[src/rtl/led_scan_pkg.sv]
// Shared scan-state encoding and default geometry for the LED row scanner.
package led_scan_pkg;

  typedef enum logic [1:0] {
    IDLE,
    SHIFT,
    LATCH,
    SHOW
  } scan_state_e;

  localparam int DEF_COLS     = 32;
  localparam int DEF_ROW_BITS = 1;
  localparam int DEF_CLK_DIV  = 4;
  localparam int DEF_SHOW_CYC = 256;

endpackage

[src/rtl/led_clk_div.sv]
// Half-period tick generator for the panel shift clock; counts 0..CLK_DIV-1 while enabled.
module led_clk_div #(
  parameter int CLK_DIV = 4,
  localparam int CW = $clog2(CLK_DIV + 1)
) (
  input  logic          clk_i,
  input  logic          rst_n_i,
  input  logic          restart_i,
  input  logic          en_i,
  output logic [CW-1:0] cnt_o,
  output logic          tick_o
);

  logic [CW-1:0] cnt_q, cnt_d;

  always_comb begin
    tick_o = en_i && (cnt_q == CW'(CLK_DIV - 1));
    cnt_d  = cnt_q;
    if (restart_i) begin
      cnt_d = '0;
    end else if (en_i) begin
      cnt_d = tick_o ? '0 : cnt_q + CW'(1);
    end
  end

  always_ff @(posedge clk_i or negedge rst_n_i) begin
    if (!rst_n_i) begin
      cnt_q <= '0;
    end else begin
      cnt_q <= cnt_d;
    end
  end

  assign cnt_o = cnt_q;

endmodule

[src/rtl/led_row_scanner.sv]
// LED-matrix row scanner: shift COLS pixels, latch, show SHOW_CYC cycles, next row.
// Define LED_SCAN_BLANK_EN to keep the panel dark everywhere except the SHOW phase.
module led_row_scanner
  import led_scan_pkg::*;
#(
  parameter int COLS     = DEF_COLS,
  parameter int ROW_BITS = DEF_ROW_BITS,
  parameter int CLK_DIV  = DEF_CLK_DIV,
  parameter int SHOW_CYC = DEF_SHOW_CYC
) (
  input  logic                               clkin,
  input  logic                               rstnin,
  input  logic                               enin,
  output logic [ROW_BITS+$clog2(COLS)-1:0]   pix_addr,
  input  logic                               pix_data,
  output logic                               R1out,
  output logic [ROW_BITS-1:0]                Aout,
  output logic                               sclk_out,
  output logic                               latout,
  output logic                               oe_nout,
  output logic                               frame_done
);

  localparam int COL_W    = $clog2(COLS);
  localparam int DIV_W    = $clog2(CLK_DIV + 1);
  localparam int SHOW_W   = $clog2(SHOW_CYC + 1);
  localparam int AW       = ROW_BITS + COL_W;
  localparam int LOAD_CNT = (CLK_DIV == 1) ? 0 : 1;

  localparam logic [COL_W-1:0]    LAST_COL  = COL_W'(COLS - 1);
  localparam logic [ROW_BITS-1:0] LAST_ROW  = {ROW_BITS{1'b1}};
  localparam logic [SHOW_W-1:0]   LAST_SHOW = SHOW_W'(SHOW_CYC - 1);

  scan_state_e         state_q, state_d;
  logic                half_q, half_d;
  logic [COL_W-1:0]    col_q, col_d;
  logic [ROW_BITS-1:0] row_q, row_d;
  logic [SHOW_W-1:0]   show_q, show_d;
  logic [AW-1:0]       pix_addr_q, pix_addr_d;
  logic                r1_q, r1_d;
  logic [ROW_BITS-1:0] a_q, a_d;
  logic                sclk_q, sclk_d;
  logic                lat_q, lat_d;
  logic                oe_n_q, oe_n_d;
  logic                fd_q, fd_d;

  logic [DIV_W-1:0]    div_cnt;
  logic                div_tick;
  logic                div_en;

  assign div_en = (state_q == SHIFT) || (state_q == LATCH);

  led_clk_div #(
    .CLK_DIV (CLK_DIV)
  ) u_clk_div (
    .clk_i     (clkin),
    .rst_n_i   (rstnin),
    .restart_i (!div_en),
    .en_i      (div_en),
    .cnt_o     (div_cnt),
    .tick_o    (div_tick)
  );

  // With CLK_DIV=1 the low half is a single cycle, so the address is issued one cycle early.
  always_comb begin
    state_d    = state_q;
    half_d     = half_q;
    col_d      = col_q;
    row_d      = row_q;
    show_d     = show_q;
    pix_addr_d = pix_addr_q;
    r1_d       = r1_q;
    a_d        = a_q;
    fd_d       = 1'b0;

    case (state_q)
      IDLE: begin
        if (enin) begin
          state_d    = SHIFT;
          half_d     = 1'b0;
          col_d      = '0;
          row_d      = '0;
          pix_addr_d = '0;
        end
      end

      SHIFT: begin
        if (!half_q && (div_cnt == DIV_W'(LOAD_CNT))) begin
          r1_d = pix_data;
        end
        if (div_tick) begin
          if (!half_q) begin
            half_d = 1'b1;
            if ((CLK_DIV == 1) && (col_q != LAST_COL)) begin
              pix_addr_d = {row_q, col_q + COL_W'(1)};
            end
          end else if (col_q == LAST_COL) begin
            state_d = LATCH;
            half_d  = 1'b0;
            col_d   = '0;
            a_d     = row_q;
          end else begin
            half_d = 1'b0;
            col_d  = col_q + COL_W'(1);
            if (CLK_DIV != 1) begin
              pix_addr_d = {row_q, col_q + COL_W'(1)};
            end
          end
        end
      end

      LATCH: begin
        if (div_tick) begin
          state_d = SHOW;
          show_d  = '0;
          if (CLK_DIV == 1) begin
            pix_addr_d = {row_q + ROW_BITS'(1), COL_W'(0)};
          end
        end
      end

      SHOW: begin
        show_d = show_q + SHOW_W'(1);
        if (show_q == LAST_SHOW) begin
          show_d  = '0;
          row_d   = row_q + ROW_BITS'(1);
          state_d = SHIFT;
          if (CLK_DIV != 1) begin
            pix_addr_d = {row_q + ROW_BITS'(1), COL_W'(0)};
          end
          if (row_q == LAST_ROW) begin
            fd_d = 1'b1;
            if (!enin) begin
              state_d = IDLE;
            end
          end
        end
      end

      default: state_d = IDLE;
    endcase

    sclk_d = (state_d == SHIFT) && half_d;
    lat_d  = (state_d == LATCH);
`ifdef LED_SCAN_BLANK_EN
    oe_n_d = (state_d != SHOW);
`else
    oe_n_d = (state_d == IDLE);
`endif
  end

  always_ff @(posedge clkin or negedge rstnin) begin
    if (!rstnin) begin
      state_q    <= IDLE;
      half_q     <= 1'b0;
      col_q      <= '0;
      row_q      <= '0;
      show_q     <= '0;
      pix_addr_q <= '0;
      r1_q       <= 1'b0;
      a_q        <= '0;
      sclk_q     <= 1'b0;
      lat_q      <= 1'b0;
      oe_n_q     <= 1'b1;
      fd_q       <= 1'b0;
    end else begin
      state_q    <= state_d;
      half_q     <= half_d;
      col_q      <= col_d;
      row_q      <= row_d;
      show_q     <= show_d;
      pix_addr_q <= pix_addr_d;
      r1_q       <= r1_d;
      a_q        <= a_d;
      sclk_q     <= sclk_d;
      lat_q      <= lat_d;
      oe_n_q     <= oe_n_d;
      fd_q       <= fd_d;
    end
  end

  assign pix_addr   = pix_addr_q;
  assign R1out      = r1_q;
  assign Aout       = a_q;
  assign sclk_out   = sclk_q;
  assign latout     = lat_q;
  assign oe_nout    = oe_n_q;
  assign frame_done = fd_q;

endmodule

[config.mk]
export PLATFORM = sky130hd
export DESIGN_NAME = led_row_scanner
export DESIGN_NICKNAME = d
export VERILOG_FILES = /design/src/rtl/led_scan_pkg.sv /design/src/rtl/led_clk_div.sv /design/src/rtl/led_row_scanner.sv
export SDC_FILE = /design/constraint.sdc
export NUM_CORES = 1
export LEC_CHECK = 0
export CAP_MARGIN = 10
export CELL_PAD_IN_SITES_DETAIL_PLACEMENT = 1
export CELL_PAD_IN_SITES_GLOBAL_PLACEMENT = 1
export CORE_MARGIN = 4
export CORE_UTILIZATION = 40
export DETAILED_ROUTE_END_ITERATION = 8
export GPL_TIMING_DRIVEN = 0
export PLACE_DENSITY_LB_ADDON = 0.25
export REMOVE_ABC_BUFFERS = 1
export SETUP_SLACK_MARGIN = 0.02
export SLEW_MARGIN = 20
export SYNTH_ARGS = -nofsm -noshare
export SYNTH_HDL_FRONTEND = slang
export SYNTH_SLANG_ARGS = --single-unit
[constraint.sdc]
create_clock -name clkin -period 4.9 [get_ports clkin]
set_input_delay 0.98 -clock clkin [delete_from_list [all_inputs] [get_ports clkin]]
set_output_delay 0.98 -clock clkin [all_outputs]
set_load 0.02 [all_outputs]
==> impl_results.md <==
- H-tree levels: 2
- # hold bufs at CTS: 0
- Post-layout util: 49.4%
- CP max stage delay: 0.60 ns
- Grt total ovfl: 0
- NumNets Final: 198
- Fraction of layout cells with a size suffix above 1: 13.5%
- Number of buffers added on ports: 15
- Die height: 74.0 um
- Pleak: 0.000944 uW
- Crit path DAT: 1.40 ns
- Die width: 74.0 um
- Area contributors post-synth: dfrtp_1 46%, ha_1 7.2%, o21ai_0 5.2%, mux2_2 5.2%, nand2_1 2.6%
- Synth Cell Area: 1740 um^2
- Final Hold Viols: 0
- Worst hold stages: 1
- Power, Total: 494 uW
- Max_slew headroom: 51.9%
- Initial antenna violation count: 0
- Achievable clock frequency: 421 MHz
- Sequential cell area: 827 um^2
- Drt initial violations: 65
- Tcrit/Tclk final: 48.5%
- Antenna-violating nets left: 0
- Worst-margin pin slew: 0.721 ns
- Final setup violation count: 0
- First-pass GRT wire length: 6710 um
- Startpoint types: register
- R2R Path Start: state_q[1]
- Worst EP required: 3.92 ns
- Post-DP HPWL: 2940 um
- Root buffer cell: clkbuf_8
- Die area: 5480 um^2
- Pre-antenna DRT Iters: 4
- Area of the multi-input gates: 870 um^2
- Hold Startpoint: u_clk_div.cnt_o[0]
- Post-CTS Resized: 0
- CP bufs+invs: 1
- Worst setup path class: register to primary output
- Fin crit period: 2.38 ns
- Clk slew on worst S/H paths: 0.06 ns
- Critical R2R Capture: show_q[5]
- Routed wire length: 3870 um
- Setup WS pre-CTS: 2.31 ns
- #FFs+latches synth: 33
- Fillcell total: 463
- Initial Util: 42.4%
- Number of global-route vias before repair: 1340
- Maxcap violations: 0
- Slew Viols, Final: 0
- Largest net degree at the start of global routing: 34
- Row cnt: 23
- Final TNS setup: 0 ns
- Clk_skew: 0.00868 ns
- Hold Crit Endpoint: u_clk_div.cnt_o[0]
- Vias/cell: 5.52
- IO Count: 16
- Worst VDD drop: 0.109 mV
- Post-CTS Setup Bufs: 0
- Register area share after synthesis: 47.5%
- RSZ-0062 raised after global routing: false
- Crit-path cells: clkdlybuf4s50_1
- Worst-path maximum fanout: 1
- Critical-path top delay cell: clkdlybuf4s50_1
- Final GP Congestion: 0.749
- Top-area cell type share of the netlist area: 45.9%
- Max Root-Sink Buffers: 2
- CTS Sinks: 33
- Drt drc: 0
- Run status: completed
- # diodes: 0
- Synth Warn #: 0
- Yosys cell types: 43
- Total CTS buffers: 5
- Critical path's top delay family: buffers and inverters
- Post-synth top area cell: dfrtp_1
- Power density cells: 243 nW/um^2
- Worst skew pair latency: 0.29 ns
- DR WL/cell: 16.5 um
- Type of the most critical hold path: register to register
- Core box area: 4120 um^2
- Gr usage total: 16.3%
- Synthesized netlist cell count: 164
- Syn-to-layout area delta: 16.6%
- Commonest non-fill, non-tap cell in the layout: dfrtp_1
- Final WS setup: 2.52 ns
- CTS tree: done
- Worst Reg-to-Reg Cells: 6
- Via count: 1298
- Reg-to-reg slack, setup: 2.72 ns
- Crit. End Element: primary output
- Most frequent cells in the layout: 32 x dfrtp_1, 18 x o21ai_0, 14 x clkdlybuf4s50_1
- Syn avg cell area: 10.6 um^2
==> worst max path at each step <==
stage / to / cells past startpoint / slack (ns) / from
global placement: latout / 1 / 2.20 / rstnin
finish: oe_nout / 1 / 2.52 / oe_nout
global route: oe_nout / 1 / 2.48 / oe_nout
CTS: oe_nout / 1 / 2.50 / oe_nout
detailed placement: col_q[2] / 5 / 2.31 / enin
floorplan: pix_addr[0] / 6 / 3.01 / col_q[0]
==> kinds of logic (layout without fill, tap and decap cells) <==
group	count (synthesis)	in the layout	synth area share [%]
mux	10	10	6.32
compound gates	45	45	18.0
buf+inv	12	33	2.66
xor+xnor	1	1	0.503
simple gates	53	53	17.9
fa+ha+maj	10	10	7.18
flops	33	33	47.5
==> report_power, final <==
| group | switching, uW | internal, uW | leakage, uW |
|---|---|---|---|
| Sequential | 0.207 | 273 | 0.000425 |
| Clock | 96.5 | 114 | 0.0000455 |
| Combinational | 6.74 | 2.89 | 0.000473 |
==> area by class of cell <==
type | count | area share (%)
well taps | 50 | 3.08
inverters | 10 | 1.85
repair buffers | 15 | 7.14
clock buffers | 8 | 4.43
multi-input cells | 119 | 42.8
flip-flops and latches | 33 | 40.7
==> registers in the layout, summed over array words and instances, names as in the netlist <==
signal and cells:
state_q 2, oe_nout 1, col_q 5, R1out 1
Aout 1, show_q 9, sclk_out 1, pix_addr 6
row_q 1, u_clk_div.cnt_o 3, half_q 1, frame_done 1
latout 1
==> per-stage QoR <==
stage / instance area [um^2] / cells / hold slack, ns
after CTS: 2030 / 235 / 0.486
after detailed placement: 1940 / 227 / 0.477
after floorplan: 1730 / 162 / 0.438
after global placement: 1950 / 227 / 0.450
final: 2030 / 235 / 0.478
after global routing: 2030 / 235 / 0.515
==> synthesized netlist by cell type, drive strengths merged <==
library cell	n
buf	1
o2bb2ai	1
a31oi	3
o31ai	2
a22o	6
or4	1
dfrtp	32
o21ai	19
nor4	1
mux2	8
a21oi	4
and4b	2
mux2i	2
o211a	1
nor4b	1
o22a	1
ha	10
xor2	1
and2	3
nor3b	1
o21a	1
nand3	5
dfstp	1
a21o	2
nand2	12
clkbuf	1
a311o	1
a21boi	2
nand4b	2
nor3	4
o41ai	1
or3	3
nand2b	3
inv	10
nor2	11
a2111oi	1
and3	2
nand4	2
==> routing by layer <==
metal  GRT usage [%]  vias up  routed length [um]
li1                -      637                   -
met4            5.43        0                  61
met5               0        -                   0
met2            26.6       16                1870
met3            5.14        7                 142
met1            20.6      638                1800
No activity file was read; power rests on OpenSTA's default activity.
